==> src/rtl/mux_8way_16.sv <==
// -----------------------------------------------------------------------------
// mux_8way_16
//
// Eight-input, 16-bit selector for the Hack datapath. One of eight words
// goes to `out` under the 3-bit `sel`. The selection path is combinational.
// `out_q` is a registered copy of `out` for pipelined consumers.
//
// Ports:
//   clk        in   1   rising-edge clock; it drives out_q only
//   rst        in   1   asynchronous, active-high; clears out_q
//   a..h       in  16   data words; a is selected by sel=000, h by sel=111
//   sel        in   3   unsigned select index 0..7
//   out        out 16   combinational selected word
//   out_q      out 16   selected word registered on the rising edge of clk
// -----------------------------------------------------------------------------
module mux_8way_16 (
   input  logic        clk,
   input  logic        rst,
   input  logic [15:0] a,
   input  logic [15:0] b,
   input  logic [15:0] c,
   input  logic [15:0] d,
   input  logic [15:0] e,
   input  logic [15:0] f,
   input  logic [15:0] g,
   input  logic [15:0] h,
   input  logic [2:0]  sel,
   output logic [15:0] out,
   output logic [15:0] out_q
);

   // Leaf words, indexed by the select value that picks each one.
   logic [7:0][15:0] word;
   assign word[0] = a;
   assign word[1] = b;
   assign word[2] = c;
   assign word[3] = d;
   assign word[4] = e;
   assign word[5] = f;
   assign word[6] = g;
   assign word[7] = h;

   logic [3:0][15:0] lvl1;   // a/b, c/d, e/f, g/h under sel[0]
   logic [1:0][15:0] lvl2;   // ab/cd, ef/gh under sel[1]
   logic [15:0]      lvl3;   // abcd/efgh under sel[2]

   // Each 2:1 stage is written per bit as (x & ~s) | (y & s), so the tree
   // matches the gate-level library cells one to one.
   genvar gi, gb;
   generate
      for (gi = 0; gi < 4; gi++) begin : g_lvl1
         for (gb = 0; gb < 16; gb++) begin : g_bit
            assign lvl1[gi][gb] = (word[2*gi][gb]   & ~sel[0]) |
                                  (word[2*gi+1][gb] &  sel[0]);
         end
      end

      for (gi = 0; gi < 2; gi++) begin : g_lvl2
         for (gb = 0; gb < 16; gb++) begin : g_bit
            assign lvl2[gi][gb] = (lvl1[2*gi][gb]   & ~sel[1]) |
                                  (lvl1[2*gi+1][gb] &  sel[1]);
         end
      end

      for (gb = 0; gb < 16; gb++) begin : g_lvl3
         assign lvl3[gb] = (lvl2[0][gb] & ~sel[2]) |
                           (lvl2[1][gb] &  sel[2]);
      end
   endgenerate

   assign out = lvl3;

   // Pipeline copy with no enable. The reset clears it immediately, without
   // waiting for a clock edge. The reset has no effect on the combinational
   // path.
   always_ff @(posedge clk or posedge rst) begin
      if (rst) begin
         out_q <= 16'h0000;
      end else begin
         out_q <= out;
      end
   end

endmodule

==> config.mk <==
export PLATFORM = sky130hd
export DESIGN_NAME = mux_8way_16
export DESIGN_NICKNAME = d
export VERILOG_FILES = /design/src/rtl/mux_8way_16.sv
export SDC_FILE = /design/constraint.sdc
export NUM_CORES = 1
export LEC_CHECK = 0
export CAP_MARGIN = 25
export CORE_ASPECT_RATIO = 0.9
export CORE_UTILIZATION = 28
export DETAILED_ROUTE_END_ITERATION = 8
export PLACE_DENSITY = 0.88
export SKIP_LAST_GASP = 1
export SLEW_MARGIN = 20
export SYNTH_ARGS = -nofsm -noshare
export SYNTH_HDL_FRONTEND = slang
export SYNTH_SLANG_ARGS = --single-unit
export TNS_END_PERCENT = 5
==> constraint.sdc <==
create_clock -name clk -period 2.8 [get_ports clk]
set_input_delay 0.84 -clock clk [delete_from_list [all_inputs] [get_ports clk]]
set_output_delay 0.84 -clock clk [all_outputs]
set_load 0.05 [all_outputs]
==> flow_summary.yaml <==
clocking:
  clkTransAtPathRegs_ns: 0.06
  numCtsBuffers: 3
  max-clock-path-buffers: 2
  cts_hold_buf: 0
  cts_tree: "yes"
  cts_root_buffer: "clkbuf_8"
  cts.sinks: 16
  h-tree-depth: 1
grt:
  first_global_vias: 1812
  use_met3_pct: 3.613
  overflow: 0
  grtUsageMet2_pct: 43.19
  grt_pass1_wl_microns: 9949
  grt_use_met1_pct: 29.21
  grt_max_degree: 17
  busiest_layer: "met2"
  antenna_found_initial: 2
  grt_use_total_pct: 24.83
synthesis:
  yosys.cell_types.count: 8
  postSynthCellCount: 74
  yosys_warnings: 0
  synth_area_sq_um: 1475
  synth.area.top_cells: "mux4_1 50%, dfrtp_1 27%, mux2_2 12%, mux4_2 6.1%, buf_6 3.1%"
  syn_nets: 207
  yosys.area.top_type: "mux4_1"
  avgSynthCellArea_sq_um: 19.93
  synth_top_area_share_pct: 49.87
  seq_area_frac_synth_pct: 27.14
  yosys_register_bits: 16
sta:
  slew_headroom_pct: 59.44
  max_freq_mhz: 344.3
  post-route-period-util_pct: 103.7
  tightest_slew_ns: 0.6077
  layout_min_cycle_time_ns: 2.904
  finalSetupViolCount: 16
  rsz0062_at_grt: "yes"
  setup_slack_ns: -0.1044
  hold_violations: 0
  drv_slew: 0
routing:
  route.detailed.drc: 0
  via_per_inst: 4.984
  vias: 1570
  drt_iter0_drc: 44
  first_pass_iters: 4
  drt_wl_total_microns: 6758
  detail-route-antenna-nets: 0
  wl_per_cell_microns: 21.45
cells_and_area:
  final_cell_area_sq_um: 3332
  instances_no_fill: 315
  final_common_cell: "dlygate4sd2_1"
  largest_reg_flops: 16
  layout_common_cells: "128 x dlygate4sd2_1, 32 x mux4_2, 18 x clkdlybuf4s50_1"
  fillers: 419
  reg_top3: "out_q (16)"
  fin_nets: 382
  largest-register: "out_q"
  syn2layout_area_growth_pct: 125.9
  drive_above_1_share_pct: 34.27
floorplan:
  rows: 24
  dieWidth_microns: 78.51
  ios: 165
  die_h_microns: 70.86
  core-area_sq_um: 4955
  dieArea_sq_um: 5563
  start_util_pct: 29.77
critical_path:
  cp-startpoint: "sel[0]"
  crit_arrival_ns: 2.06
  cp.required_ns: 1.96
  cp_max_fo: 6
  cp-end-kind: "primary output"
  crit_type: "input port to primary output"
  crit_path_start_kind: "input port"
place:
  port_buffers: 164
  place_inst: 301
  dp_hpwl_microns: 5125
  place_congestion: 0.7723
  placed_cell_area_sq_um: 3241
worst_hold_path:
  hold_class: "input port to async pin"
outcome:
  violations: "setup timing"
  status: "finished, violations left"
power_and_ir_drop:
  ir_worst_vdd_mv: 0.2395
  p_leak_uw: 0.001559
  power.density_nw_per_um2: 365.3
run:
  maxCapViolations: 0
==> cells by family after synthesis <==
kind of cell           share of synthesized area [%]
multiplexers                                   68.19
flip-flops                                     27.14
buffers and inverters                          4.664
==> Yosys cell counts <==
cell type	number
clkbuf_2	1
mux4_1	28
buf_1	4
mux2_2	16
buf_6	4
inv_1	1
mux4_2	4
dfrtp_1	16
==> worst max-delay path: stages <==
cell	delay [ns]
buf_12	0.13
buf_12	0.14
mux4_2	0.50
mux2_4	0.30
buf_8	0.15
==> power breakdown <==
part	total [uW]	switching [uW]	internal [uW]
logic	744	364	379
clock network	204	79.5	125
registers	269	8.72	260
==> worst paths after layout <==
kind	to
max	out[3]
min	out_q[14]
max in group asynchronous	out_q[9]
min in group clk	out_q[8]
==> routing by layer <==
metal,vias up,share of wire (%)
met5,-,0
met4,0,4.0
met3,20,5.4
met2,94,54
met1,780,37
li1,676,-
==> per-stage QoR <==
| step | total power [uW] | TNS [ns] | setup slack (ns) | utilization (%) | hold WS, ns |
|---|---|---|---|---|---|
| after detailed placement | 976.8 | -6.328 | -0.4144 | 65.40 | 1.260 |
| after CTS | 1213 | -1.889 | -0.1504 | 66.54 | 1.000 |
| after global routing | 1262 | -2.045 | -0.1358 | 67.25 | 1.042 |
| after floorplan | 652.3 | -0.2954 | -0.02035 | - | 0.7537 |
| final | 1217 | -1.532 | -0.1044 | 67.25 | 0.9788 |
| after global placement | 966.1 | -6.176 | -0.4054 | 65.40 | 1.241 |
==> area by class of cell <==
class	instances	area, sq um	area share, %
clock buffer	4	55.05	1.652
inverter	1	3.754	0.1127
antenna	2	5.005	0.1502
multi-input combinational	48	960.9	28.84
tap	65	81.33	2.441
timing repair buffer	179	1826	54.79
sequential	16	400.4	12.02
==> what timing repair did <==
| item | 4_1_cts | 5_1_grt |
|---|---|---|
| setup endpoints to repair | 16 | 16 |
| resized for setup | 195 | 1 |
| gates cloned | 3 | 1 |
| buffers inserted | 4 | 0 |
No activity file was read; power rests on OpenSTA's default activity.
